`config.mk`:
```
export PLATFORM = sky130hd
export DESIGN_NAME = lsu_bus_if_flat
export DESIGN_NICKNAME = d
export VERILOG_FILES = /design/src/rtl/lsu_bus_if_if.sv /design/src/rtl/lsu_bus_if.sv /design/src/flat_wrapper.sv
export SDC_FILE = /design/constraint.sdc
export NUM_CORES = 1
export LEC_CHECK = 0
export ABC_AREA = 0
export CAP_MARGIN = 15
export CORE_MARGIN = 2
export CORE_UTILIZATION = 42
export DETAILED_ROUTE_END_ITERATION = 8
export PLACE_DENSITY_LB_ADDON = 0.25
export SETUP_SLACK_MARGIN = 0.5
export SLEW_MARGIN = 20
export SYNTH_ARGS = -nofsm -noshare
export SYNTH_HDL_FRONTEND = slang
export SYNTH_SLANG_ARGS = --single-unit
```
`constraint.sdc`:
```
create_clock -name clk -period 2.4 [get_ports clk]
set_input_delay 0.6 -clock clk [delete_from_list [all_inputs] [get_ports clk]]
set_output_delay 0.6 -clock clk [all_outputs]
set_load 0.02 [all_outputs]
```
`src/rtl/lsu_bus_if_if.sv`:
```
// Data-memory bus between the LSU and the external memory.
// The master drives the request and write payload; the slave answers
// with grant and read data.
interface lsu_bus_if_if;
  logic        req;
  logic        we;
  logic [3:0]  be;
  logic [31:0] addr;
  logic [31:0] wdata;
  logic        gnt;
  logic        rvalid;
  logic [31:0] rdata;

  modport master (output req, we, be, addr, wdata, input gnt, rvalid, rdata);
  modport slave  (input req, we, be, addr, wdata, output gnt, rvalid, rdata);
endinterface

```
`src/rtl/lsu_bus_if.sv`:
```
// Load/store unit: turns the core's single-cycle memory access into a
// req/gnt/rvalid bus transaction and stalls the core until it completes.
// Stores get byte-lane steering; loads get sign/zero extension.
// Optional feature macro: LSU_TIMEOUT_EN (watchdog on REQ/WAIT; on expiry
// the access is aborted with an error pulse and zero load data).
module lsu_bus_if #(
  parameter logic [31:0] MEM_BASE       = 32'h0000_0000,
  parameter int unsigned TIMEOUT_CYCLES = 255
) (
  input  logic               clk,
  input  logic               rst,
  input  logic               lsu_req,
  input  logic               lsu_we,
  input  logic [2:0]         lsu_funct3,
  input  logic [31:0]        lsu_addr,
  input  logic [31:0]        lsu_wdata,
  output logic [31:0]        lsu_rdata,
  output logic               lsu_stall,
  output logic               lsu_err,
  lsu_bus_if_if.master       mem
);

  typedef enum logic [1:0] {IDLE, REQ, WAIT, DONE} state_t;

  // The watchdog counter is 8 bits wide, so the limit must fit in it.
  if (TIMEOUT_CYCLES < 1 || TIMEOUT_CYCLES > 255) begin : g_bad_timeout
    $error("lsu_bus_if: TIMEOUT_CYCLES must be in 1..255");
  end

  state_t      state;
  logic        we_q;
  logic [2:0]  f3_q;
  logic [1:0]  lane_q;
  logic        illegal;
  logic [3:0]  be_c;
  logic [31:0] wdata_c;
  logic [31:0] addr_off;
  logic [7:0]  rbyte;
  logic [15:0] rhalf;
  logic [31:0] ext;

`ifdef LSU_TIMEOUT_EN
  localparam logic [7:0] WD_LIMIT = 8'(TIMEOUT_CYCLES);
  logic [7:0] wd;
  logic [7:0] wd_nxt;
  logic       err_q;
  assign wd_nxt = wd + 8'd1;
`endif

  // Decode reserved funct3 codes, load-only codes used by a store, and misalignment.
  always_comb begin
    illegal = 1'b0;
    case (lsu_funct3)
      3'b000:  illegal = 1'b0;
      3'b001:  illegal = lsu_addr[0];
      3'b010:  illegal = |lsu_addr[1:0];
      3'b100:  illegal = lsu_we;
      3'b101:  illegal = lsu_we | lsu_addr[0];
      default: illegal = 1'b1;
    endcase
  end

  // Store lane steering; loads always read the full word.
  always_comb begin
    be_c    = 4'b1111;
    wdata_c = lsu_wdata;
    if (lsu_we) begin
      case (lsu_funct3[1:0])
        2'b00: begin
          be_c    = 4'b0001 << lsu_addr[1:0];
          wdata_c = {4{lsu_wdata[7:0]}};
        end
        2'b01: begin
          be_c    = 4'b0011 << lsu_addr[1:0];
          wdata_c = {2{lsu_wdata[15:0]}};
        end
        default: ;
      endcase
    end
  end

  assign addr_off = lsu_addr - MEM_BASE;

  // Pick the addressed lane of the returned word and extend it.
  always_comb begin
    case (lane_q)
      2'd0:    rbyte = mem.rdata[7:0];
      2'd1:    rbyte = mem.rdata[15:8];
      2'd2:    rbyte = mem.rdata[23:16];
      default: rbyte = mem.rdata[31:24];
    endcase
    rhalf = lane_q[1] ? mem.rdata[31:16] : mem.rdata[15:0];
    case (f3_q)
      3'b000:  ext = {{24{rbyte[7]}}, rbyte};
      3'b001:  ext = {{16{rhalf[15]}}, rhalf};
      3'b100:  ext = {24'h0, rbyte};
      3'b101:  ext = {16'h0, rhalf};
      default: ext = mem.rdata;
    endcase
  end

  // Access FSM with registered bus outputs and load result.
  always_ff @(posedge clk) begin
    if (rst) begin
      state     <= IDLE;
      mem.req   <= 1'b0;
      mem.we    <= 1'b0;
      mem.be    <= 4'b0;
      mem.addr  <= 32'h0;
      mem.wdata <= 32'h0;
      lsu_rdata <= 32'h0;
      we_q      <= 1'b0;
      f3_q      <= 3'b0;
      lane_q    <= 2'b0;
`ifdef LSU_TIMEOUT_EN
      wd        <= 8'h0;
      err_q     <= 1'b0;
`endif
    end else begin
`ifdef LSU_TIMEOUT_EN
      err_q <= 1'b0;
`endif
      case (state)
        IDLE: begin
          if (lsu_req && !illegal) begin
            we_q      <= lsu_we;
            f3_q      <= lsu_funct3;
            lane_q    <= lsu_addr[1:0];
            mem.req   <= 1'b1;
            mem.we    <= lsu_we;
            mem.be    <= be_c;
            mem.addr  <= {addr_off[31:2], 2'b00};
            mem.wdata <= wdata_c;
            state     <= REQ;
`ifdef LSU_TIMEOUT_EN
            wd        <= 8'h0;
`endif
          end
        end
        REQ: begin
`ifdef LSU_TIMEOUT_EN
          wd <= wd_nxt;
`endif
          if (mem.gnt) begin
            mem.req <= 1'b0;
            state   <= we_q ? DONE : WAIT;
          end
`ifdef LSU_TIMEOUT_EN
          else if (wd_nxt == WD_LIMIT) begin
            mem.req   <= 1'b0;
            err_q     <= 1'b1;
            lsu_rdata <= 32'h0;
            state     <= DONE;
          end
`endif
        end
        WAIT: begin
`ifdef LSU_TIMEOUT_EN
          wd <= wd_nxt;
`endif
          if (mem.rvalid) begin
            lsu_rdata <= ext;
            state     <= DONE;
          end
`ifdef LSU_TIMEOUT_EN
          else if (wd_nxt == WD_LIMIT) begin
            err_q     <= 1'b1;
            lsu_rdata <= 32'h0;
            state     <= DONE;
          end
`endif
        end
        DONE:    state <= IDLE;
        default: state <= IDLE;
      endcase
    end
  end

  assign lsu_stall = lsu_req & (state != DONE) & ~illegal;

`ifdef LSU_TIMEOUT_EN
  assign lsu_err = ((state == IDLE) & lsu_req & illegal) | err_q;
`else
  assign lsu_err = (state == IDLE) & lsu_req & illegal;
`endif

endmodule

```
`src/flat_wrapper.sv`:
```
// flat-port wrapper written by rule: the top's interface ports become plain ports
module lsu_bus_if_flat 
#(
  parameter logic [31:0] MEM_BASE       = 32'h0000_0000,
  parameter int unsigned TIMEOUT_CYCLES = 255
)
  (clk, rst, lsu_req, lsu_we, lsu_funct3, lsu_addr, lsu_wdata, lsu_rdata, lsu_stall, lsu_err, mem_req, mem_we, mem_be, mem_addr, mem_wdata, mem_gnt, mem_rvalid, mem_rdata);
  lsu_bus_if_if mem_i ();
  input  logic clk;
  input  logic rst;
  input  logic lsu_req;
  input  logic lsu_we;
  input  logic [2:0] lsu_funct3;
  input  logic [31:0] lsu_addr;
  input  logic [31:0] lsu_wdata;
  output logic [31:0] lsu_rdata;
  output logic lsu_stall;
  output logic lsu_err;
  output wire logic [$bits(mem_i.req)-1:0] mem_req;
  output wire logic [$bits(mem_i.we)-1:0] mem_we;
  output wire logic [$bits(mem_i.be)-1:0] mem_be;
  output wire logic [$bits(mem_i.addr)-1:0] mem_addr;
  output wire logic [$bits(mem_i.wdata)-1:0] mem_wdata;
  input wire logic [$bits(mem_i.gnt)-1:0] mem_gnt;
  input wire logic [$bits(mem_i.rvalid)-1:0] mem_rvalid;
  input wire logic [$bits(mem_i.rdata)-1:0] mem_rdata;
  assign mem_req = mem_i.req;
  assign mem_we = mem_i.we;
  assign mem_be = mem_i.be;
  assign mem_addr = mem_i.addr;
  assign mem_wdata = mem_i.wdata;
  assign mem_i.gnt = mem_gnt;
  assign mem_i.rvalid = mem_rvalid;
  assign mem_i.rdata = mem_rdata;
  lsu_bus_if #(.MEM_BASE(MEM_BASE), .TIMEOUT_CYCLES(TIMEOUT_CYCLES)) u_core (.clk(clk), .rst(rst), .lsu_req(lsu_req), .lsu_we(lsu_we), .lsu_funct3(lsu_funct3), .lsu_addr(lsu_addr), .lsu_wdata(lsu_wdata), .lsu_rdata(lsu_rdata), .lsu_stall(lsu_stall), .lsu_err(lsu_err), .mem(mem_i));
endmodule
```
==> results.sh, run 1 <==
export IMPL_gp_routability_congestion=0.862
export IMPL_rrSetupSlack_ns=0.58
export IMPL_hold_viol=0
export IMPL_antenna_found_initial=1
export IMPL_synth_edf_count=0
export IMPL_vdd_ir_drop_max_v=0.000361
export IMPL_synth_top_area_share_pct=44.5
export IMPL_cap_violations=0
export IMPL_drt_first_pass_iters=4
export IMPL_worstRegToRegCells=6
export IMPL_power_w=0.00525
export IMPL_yosysMostFrequentCell="nand2_1"
export IMPL_cp_arrival_ns=1.41
export IMPL_core_rowCount=39
export IMPL_seq_area_frac_synth_pct=44.5
export IMPL_final_antenna_net_count=0
export IMPL_grt_overflow=0
export IMPL_io_pins=209
export IMPL_cpPeakStageDelay_ns=0.33
export IMPL_io_buffers=206
export IMPL_die_h_um=111
export IMPL_synth_xor_area_share_pct=0
export IMPL_power_density_mw_per_mm2=692
export IMPL_worstSkewPairLatency_ns=0.34
export IMPL_rsz0062_at_grt="true"
export IMPL_grt_usage_pct=24.5
export IMPL_clockRootBuffer="clkbuf_16"
export IMPL_crit_end="lsu_err"
export IMPL_placed_area_mm2=0.00716
export IMPL_ys_seq_elements=107
export IMPL_layout_cells_non_filler=939
export IMPL_p_leak_nw=3.50
export IMPL_cp_end_kind="output pin"
export IMPL_clock_sinks=107
export IMPL_cp_start_kind="input pin"
export IMPL_synth_adder_area_share_pct=1.04
export IMPL_dp_cells=913
export IMPL_grt_pass1_wl_um=24700
export IMPL_synth_ff_type="dfxtp_1"
export IMPL_avgSynthCellArea_um2=8.24
export IMPL_cpMostUsedCell="buf_4"
export IMPL_synth_cells=584
export IMPL_reg2reg_from="u_core.lane_q[0]$_SDFFE_PP0P_"
export IMPL_coreArea_mm2=0.0113
export IMPL_drt_iter0_markers=293
export IMPL_dr_wl_met3_um=1460
export IMPL_h_tree_depth=3
export IMPL_finalClockSkew_ns=0.00517
export IMPL_status="finished clean"
export IMPL_finalCriticalPeriod_ns=2.01
export IMPL_grt_pass1_vias=4992
export IMPL_synth_cell_types=45
export IMPL_muxShareOfSynthArea_pct=5.64
export IMPL_fmax_mhz=497
export IMPL_regToRegEndpoint="u_core.lsu_rdata[27]$_SDFFE_PP0P_"
export IMPL_drcViolationCount=0
export IMPL_dpl_hpwl_um=11300
export IMPL_area_growth_pct=57.6
export IMPL_nFillCells=970
export IMPL_met1_length_um=6020
export IMPL_vias=5034
export IMPL_cp_cell_sequence="buf_12 > nor4_4 > buf_4 > nor3_2 > buf_4"
export IMPL_grt_max_degree=62
export IMPL_dr_wl_met2_um=7600
export IMPL_fin_crit_sh_pct=83.9
export IMPL_cts_tree="built"
export IMPL_crit_required_ns=1.80
export IMPL_drive_above_1_share_pct=11.7
export IMPL_netlist_top_cells_area="dfxtp_1, nand2_1, a21oi_1, a211oi_1, o21ai_0"
export IMPL_fin_area_mm2=0.00758
export IMPL_highest_layer="met4"
export IMPL_layout_nets=898
export IMPL_async_reset_ff_share_pct=0
export IMPL_die_area_mm2=0.0123
export IMPL_synth_top_cells_by_count="nand2_1, dfxtp_1, a21oi_1"
export IMPL_hp_class="flop to flop"
export IMPL_finalSetupViolCount=0
export IMPL_synth_top_family_by_area="simple AND/OR/NAND/NOR gates"
export IMPL_yosysWarnings=0
export IMPL_yosysTopAreaCell="dfxtp_1"
export IMPL_netlist_area_mm2=0.00481
export IMPL_cts_hold_buf=0
export IMPL_cp_startpoint="lsu_addr[0]"
export IMPL_clockBufferDepth=2
export IMPL_path_clk_slew_ns=0.07
export IMPL_wire_per_inst_um=16.5
export IMPL_crit_fanout=3
export IMPL_critical_path_class="input pin to output pin"
export IMPL_slew_violations=0
export IMPL_dieWidth_um=111
export IMPL_routed_via_density=5.36
export IMPL_initial_core_util_pct=42.5
export IMPL_cts_buffers_inserted=9
export IMPL_cp_slowest_cell="nor4_4"
export IMPL_synth_simple_gate_area_share_pct=22.2
export IMPL_wl_um=15500
export IMPL_synth_compound_area_share_pct=21.2
==> cell type report <==
class,count,area [um^2],area share [%]
multi-input combinational,420,2470,32.6
timing repair buffer,244,2450,32.3
sequential,107,2140,28.3
clock buffer,10,229,3.02
tap,143,179,2.36
clock inverter,6,72.6,0.957
inverter,7,26.3,0.347
antenna,2,5.00,0.0660
==> worst min path at each step <==
stage               cells past startpoint                                to                              from  slack [ns]
CTS                                     2   u_core.mem.addr[7]$_SDFFE_PP0P_   u_core.mem.addr[7]$_SDFFE_PP0P_        0.45
global placement                        2  u_core.mem.addr[18]$_SDFFE_PP0P_  u_core.mem.addr[18]$_SDFFE_PP0P_        0.44
finish                                  2  u_core.mem.addr[29]$_SDFFE_PP0P_  u_core.mem.addr[29]$_SDFFE_PP0P_        0.45
floorplan                               2       u_core.f3_q[2]$_SDFFE_PP0P_       u_core.f3_q[2]$_SDFFE_PP0P_        0.46
detailed placement                      2  u_core.mem.addr[29]$_SDFFE_PP0P_  u_core.mem.addr[29]$_SDFFE_PP0P_        0.45
global route                            2  u_core.mem.addr[12]$_SDFFE_PP0P_  u_core.mem.addr[12]$_SDFFE_PP0P_        0.48
==> report_power, final <==
part	switching [W]	total, W	internal (W)	leakage [nW]
clock	0.000689	0.00151	0.000826	0.149
sequential	0.000125	0.00211	0.00199	0.870
combinational	0.000878	0.00162	0.000746	2.48
==> per-stage QoR <==
stage / hold WS, ns / worst slack, ns / util (%) / TNS (ns)
after floorplan: 0.463 / 0.514 / - / 0
after global placement: 0.441 / -0.521 / 63.3 / -1.04
after detailed placement: 0.448 / -0.536 / 63.3 / -1.28
after CTS: 0.455 / 0.386 / 65.9 / 0
after global routing: 0.476 / 0.360 / 67.0 / 0
final: 0.452 / 0.387 / 67.0 / 0
==> worst max-delay path, delay by kind of cell <==
kind          cells  cell delay (ns)
buf+inv           3             0.44
simple gates      2             0.37
==> repair_timing <==
item                                    in CTS  in global routing
gates resized for setup                    117                 39
hold endpoints to repair                     0                  0
gates cloned                                 1                  0
endpoints found under the setup margin     160                 45
pin swaps                                    6                  2
setup buffers                                5                  2
==> per-layer routing <==
layer / up-vias / global-route usage, %
met5: - / 0
met4: 0 / 10.4
met3: 35 / 8.20
met2: 190 / 43.0
met1: 2363 / 27.1
li1: 2446 / -
==> cell usage in the layout (no fill, tap or decap), types with 4 or more instances in the layout <==
cell               n
nand2_1          115
a21oi_1           61
nor4_1             7
clkbuf_16          9
nand3b_1          24
a211o_1            7
buf_12             9
nor2_1            38
a311oi_1           4
nor3_1            11
clkdlybuf4s50_1   94
buf_4             32
mux2_2             7
dlymetal6s2s_1    31
inv_1              6
mux2i_1           17
a211oi_1          35
dlygate4sd2_1     71
and3b_2            7
or3_1              6
dfxtp_1          106
o21ai_0           44
==> cell families after synthesis <==
family,Yosys count
AND/OR/NAND/NOR,223
multiplexers,25
adder cells (fa/ha/maj),4
buffers and inverters,58
flip-flops,107
other,1
AO/OA/AOI/OAI,166
==> state kept, by name (all words and copies together) (netlist names) <==
name,count
u_core.we_q,1
u_core.lane_q,2
u_core.f3_q,3
u_core.mem.be,4
u_core.mem.req,1
u_core.mem.addr,30
u_core.lsu_rdata,32
u_core.mem.wdata,32
u_core.state,2
Power figures use the tool's default switching activity.
==> run 2, diff against run 1 <==
- CORE_UTILIZATION: 42 -> 38
- clock period: 2.4 -> 1.8 ns (I/O delays scaled with it)
==> results.sh, run 2 (same netlist as run 1, synthesis figures left out) <==
export IMPL_vdd_ir_drop_max_v=0.000572
export IMPL_grt_usage_pct=24.5
export IMPL_hold_viol=0
export IMPL_cts_tree="built"
export IMPL_cp_start_kind="input pin"
export IMPL_routed_via_density=5.32
export IMPL_power_w=0.00839
export IMPL_finalSetupViolCount=0
export IMPL_drt_first_pass_iters=4
export IMPL_p_sw_w=0.00267
export IMPL_cp_slowest_cell="mux4_2"
export IMPL_path_buf_inv=3
export IMPL_slew_violations=0
export IMPL_power_frac_comb_pct=38.4
export IMPL_swShare_pct=31.8
export IMPL_final_common_cell="buf_4"
export IMPL_cp_cell_sequence="dlygate4sd2_1 > mux4_2 > or2_4 > a21oi_4 > buf_6 > buf_12 > a211oi_2"
export IMPL_cpPeakStageDelay_ns=0.50
export IMPL_status="finished clean"
export IMPL_grt_use_met3_pct=7.42
export IMPL_antenna_found_initial=0
export IMPL_grt_pass1_vias=5177
export IMPL_fmax_mhz=570
export IMPL_wire_per_inst_um=18.3
export IMPL_drt_iter0_markers=222
export IMPL_io_buffers=206
export IMPL_area_growth_pct=91.1
export IMPL_critical_path_class="input pin to flop"
export IMPL_cp_end_kind="flop"
export IMPL_grt_pass1_wl_um=25700
export IMPL_critPathTopFamily="buffers and inverters"
export IMPL_io_pins=209
export IMPL_vias=5451
export IMPL_initial_core_util_pct=38.6
export IMPL_crit_required_ns=2.02
export IMPL_final_antenna_net_count=0
export IMPL_most_common_layout_cells="buf_4, clkdlybuf4s50_1, dfxtp_2, nand2_1, buf_6"
export IMPL_power_density_mw_per_mm2=913
export IMPL_p_int_w=0.00573
export IMPL_path_clk_slew_ns=0.07
export IMPL_fin_crit_sh_pct=97.4
export IMPL_clockBufferDepth=2
export IMPL_die_h_um=117
export IMPL_rsz0062_at_grt="true"
export IMPL_power_frac_clock_pct=27.2
export IMPL_cap_violations=0
export IMPL_clock_sinks=107
export IMPL_use_met2_pct=43.3
export IMPL_reg_top3="u_core.lsu_rdata x32, u_core.mem.wdata x32, u_core.mem.addr x30"
export IMPL_wl_um=18700
export IMPL_layout_nets=956
export IMPL_worstSkewPairLatency_ns=0.35
export IMPL_clockRootBuffer="clkbuf_16"
export IMPL_gp_routability_congestion=0.883
export IMPL_hp_class="input pin to flop"
export IMPL_coreArea_mm2=0.0125
export IMPL_core_rowCount=41
export IMPL_drive_above_1_share_pct=55.1
export IMPL_die_area_mm2=0.0136
export IMPL_grt_max_degree=44
export IMPL_place_ws_ns=-0.980
export IMPL_grtUsageMet1_pct=27.4
export IMPL_finalCriticalPeriod_ns=1.75
export IMPL_finalClockSkew_ns=0.00884
export IMPL_finalWorstSetupSlack_ns=0.0470
export IMPL_p_leak_nw=3.70
export IMPL_drcViolationCount=0
export IMPL_cp_arrival_ns=1.98
export IMPL_dpl_hpwl_um=11100
export IMPL_grt_overflow=0
export IMPL_h_tree_depth=3
export IMPL_pwr_share_seq_pct=34.4
export IMPL_crit_fanout=8
export IMPL_dieWidth_um=117
export IMPL_grt_busiest_layer="met2"
export IMPL_cts_buffers_inserted=9
==> run 2: changes by cell type in the layout (fill, tap and decap cells not counted), moves of 38 or more <==
cell | before | now
dfxtp_1 | 106 | 18
a21oi_1 | 61 | 17
a21oi_2 | 1 | 42
buf_4 | 32 | 123
nand2_1 | 115 | 77
buf_6 | 2 | 52
dlygate4sd2_1 | 71 | 5
dfxtp_2 | 1 | 88
==> run 2: worst paths after layout <==
path,startpoint,endpoint,slack (ns),depth (start not counted)
max,mem_rdata[31],u_core.lsu_rdata[28]$_SDFFE_PP0P_,0.05,7
min,lsu_funct3[2],u_core.f3_q[2]$_SDFFE_PP0P_,0.35,3
max reg2reg,u_core.lane_q[0]$_SDFFE_PP0P_,u_core.lsu_rdata[28]$_SDFFE_PP0P_,0.06,6
min reg2reg,u_core.mem.addr[2]$_SDFFE_PP0P_,u_core.mem.addr[2]$_SDFFE_PP0P_,0.46,2
==> run 2: worst reg2reg max path: stages (launching register included) <==
cell,delay [ns]
dfxtp_2,0.34
mux4_2,0.52
or2_4,0.25
a21oi_4,0.18
buf_6,0.14
buf_12,0.13
a211oi_2,0.06
==> run 2: metal layers <==
metal | share of wire, % | up-vias
li1 | - | 2587
met1 | 37 | 2622
met2 | 52 | 200
met3 | 7.3 | 42
met4 | 3.1 | 0
met5 | 0 | -
==> run 2: layout make-up <==
type | instances | area, um^2
diodes | 1 | 2.50
clock buffers | 11 | 243
clock inverters | 4 | 98.8
fillers | 883 | 3270
inverters | 7 | 30.0
multi-input cells | 420 | 3230
flip-flops and latches | 107 | 2260
well taps | 172 | 215
repair buffers | 302 | 3120
==> run 2: power groups by stage <==
stage / clock network, W / registers, W / logic (W)
2_1_floorplan: 0 / 0.00317 / 0.000963
3_3_place_gp: 0 / 0.00285 / 0.00230
3_5_place_dp: 0 / 0.00286 / 0.00235
4_1_cts: 0.00231 / 0.00283 / 0.00286
5_1_grt: 0.00240 / 0.00292 / 0.00341
6_report: 0.00229 / 0.00289 / 0.00322
==> run 2: what timing repair did <==
item	CTS	global route
setup endpoints to repair	209	196
setup buffers	17	15
pin swaps	29	90
hold buffers	0	0
resized for setup	390	457
cloned	13	0
==> run 2: metrics by stage <==
step | cell area [um^2] | util, % | std cells | setup TNS (ns) | hold slack, ns
2_1_floorplan | 5020 | - | 585 | 0 | 0.463
3_3_place_gp | 7390 | 59.3 | 963 | -43.47 | 0.441
3_5_place_dp | 7390 | 59.3 | 963 | -49.35 | 0.448
4_1_cts | 8400 | 67.4 | 1008 | 0 | 0.361
5_1_grt | 9190 | 73.8 | 1023 | 0 | 0.349
6_report | 9200 | 73.8 | 1024 | 0 | 0.353
==> run 3, diff against run 2 <==
- CORE_MARGIN: 2 -> unset
- MAX_ROUTING_LAYER: unset -> met4
==> results.sh, run 3 (same netlist as run 1, synthesis figures left out) <==
export IMPL_dpl_hpwl_um=11500
export IMPL_multi_input_area_mm2=0.00358
export IMPL_rsz0062_at_grt="true"
export IMPL_drive_above_1_share_pct=65.5
export IMPL_wire_per_inst_um=24.0
export IMPL_reg_top3="u_core.lsu_rdata x32, u_core.mem.wdata x32, u_core.mem.addr x30"
export IMPL_seqCellArea_mm2=0.00229
export IMPL_drcViolationCount=0
export IMPL_grt_pass1_wl_um=29700
export IMPL_fin_setup_tns_ns=-0.0800
export IMPL_cp_start_kind="input pin"
export IMPL_vias=6148
export IMPL_hp_start="u_core.mem.addr[26]$_SDFFE_PP0P_"
export IMPL_core_rowCount=40
export IMPL_final_antenna_net_count=0
export IMPL_slew_violations=0
export IMPL_nFillCells=602
export IMPL_clockBufferDepth=2
export IMPL_fin_crit_sh_pct=102
export IMPL_drt_iter0_markers=579
export IMPL_clockRootBuffer="clkbuf_16"
export IMPL_worstSkewPairLatency_ns=0.37
export IMPL_grt_pass1_vias=5812
export IMPL_finalWorstSetupSlack_ns=-0.0308
export IMPL_path_clk_slew_ns=0.08
export IMPL_area_growth_pct=108
export IMPL_tightest_slew_ns=0.502
export IMPL_die_h_um=115
export IMPL_crit_end="u_core.mem.wdata[5]$_SDFFE_PP0P_"
export IMPL_drt_first_pass_iters=5
export IMPL_slew_headroom_pct=66.6
export IMPL_status="complete, but fails checks"
export IMPL_die_area_mm2=0.0131
export IMPL_hp_class="flop to flop"
export IMPL_grt_usage_pct=30.8
export IMPL_regToRegEndpoint="u_core.lsu_rdata[21]$_SDFFE_PP0P_"
export IMPL_cp_arrival_ns=2.13
export IMPL_final_common_cell="buf_4"
export IMPL_hold_viol=0
export IMPL_grt_max_degree=41
export IMPL_wl_um=25200
export IMPL_cts_buffers_inserted=9
export IMPL_cap_violations=0
export IMPL_finalSetupViolCount=9
export IMPL_antenna_found_initial=0
export IMPL_rrSetupSlack_ns=-0.01
export IMPL_power_density_mw_per_mm2=887
export IMPL_finalClockSkew_ns=0.00976
export IMPL_cp_end_kind="flop"
export IMPL_worstRegToRegCells=6
export IMPL_vdd_ir_drop_max_v=0.000747
export IMPL_most_common_layout_cells="buf_4, dfxtp_2, clkdlybuf4s50_1, buf_6, nand2_4"
export IMPL_grt_overflow=0
export IMPL_routed_via_density=5.86
export IMPL_gp_routability_congestion=0.932
export IMPL_cp_startpoint="lsu_addr[0]"
export IMPL_critical_path_class="input pin to flop"
export IMPL_coreArea_mm2=0.0122
export IMPL_io_buffers=206
export IMPL_violations="negative setup slack"
export IMPL_clock_sinks=107
export IMPL_crit_fanout=6
export IMPL_p_leak_nw=3.95
export IMPL_fin_util_pct=82.3
export IMPL_layout_nets=985
export IMPL_h_tree_depth=3
export IMPL_finalCriticalPeriod_ns=1.83
export IMPL_fmax_mhz=546
export IMPL_io_pins=209
export IMPL_cts_tree="built"
export IMPL_reg2reg_from="u_core.lane_q[0]$_SDFFE_PP0P_"
export IMPL_dieWidth_um=115
export IMPL_initial_core_util_pct=39.6
export IMPL_crit_required_ns=2.10
[run 3: cell count changes in the layout (fill, tap and decap cells not counted), moves of 7 or more]
cell,change
nand2_2,+17
nand2_4,+19
dfxtp_1,-13
a211oi_1,-9
o21ai_2,+10
dfxtp_2,+7
nand2_1,-36
a211oi_2,+9
buf_4,-21
buf_6,+39
o21ai_1,-11
[run 3: worst min-delay path by stage]
stage	end	slack, ns	depth (start not counted)
2_1_floorplan	u_core.f3_q[2]$_SDFFE_PP0P_	0.46	2
3_3_place_gp	u_core.mem.addr[23]$_SDFFE_PP0P_	0.44	2
3_5_place_dp	u_core.mem.addr[18]$_SDFFE_PP0P_	0.45	2
4_1_cts	u_core.f3_q[2]$_SDFFE_PP0P_	0.36	3
5_1_grt	u_core.mem.wdata[7]$_SDFFE_PP0P_	0.49	2
6_report	u_core.mem.addr[26]$_SDFFE_PP0P_	0.47	2
[run 3: per-layer routing]
metal  up-vias  global-route usage [%]  share of wire, %
met3       130                    6.93               7.4
met5         -                       -                 0
met1      2970                    31.8                35
met4         0                    17.1               6.4
li1       2643                       -                 -
met2       405                    54.2                51
[run 3: what timing repair did]
action                                 4_1_cts  5_1_grt
endpoints found under the hold margin        0        0
hold buffers                                 0        0
pin swaps                                  111       69
buffers inserted                            35       27
setup endpoints to repair                  209      192
gates resized for setup                    842      213
gates cloned                                18        0
[run 3: area by class of cell]
class / instances / area share (%)
clock buffers: 11 / 2.33
repair buffers: 329 / 36.0
clock inverters: 5 / 0.613
well taps: 168 / 2.10
flip-flops and latches: 107 / 22.9
diodes: 1 / 0.0250
multi-input cells: 422 / 35.7
inverters: 7 / 0.300
[run 3: metrics by stage]
| step | hold slack (ns) | std cells | cell area [um^2] | total power (W) | setup WS, ns |
|---|---|---|---|---|---|
| finish | 0.474 | 1050 | 10000 | 0.00888 | -0.0308 |
| detailed placement | 0.447 | 953 | 7350 | 0.00523 | -0.891 |
| global route | 0.489 | 1049 | 10000 | 0.00914 | -0.0265 |
| floorplan | 0.463 | 585 | 5020 | 0.00413 | 0.0922 |
| CTS | 0.358 | 1022 | 9070 | 0.00810 | -0.0453 |
| global placement | 0.442 | 953 | 7350 | 0.00516 | -0.864 |
[run 3: power by group]
group          total (W)  leakage (nW)  internal (W)  switching (W)
Clock            0.00210         0.144       0.00109        0.00101
Sequential       0.00295         0.919       0.00270       0.000246
Combinational    0.00383          2.89       0.00191        0.00191
[run 3: worst max-delay path, cell delays in order]
cell and delay [ns]:
buf_8 0.11, nor4_4 0.29, buf_4 0.17, buf_6 0.11, buf_6 0.11, buf_6 0.09
o21ba_4 0.19, buf_6 0.12, buf_6 0.14, nand2_1 0.15, a21oi_2 0.19
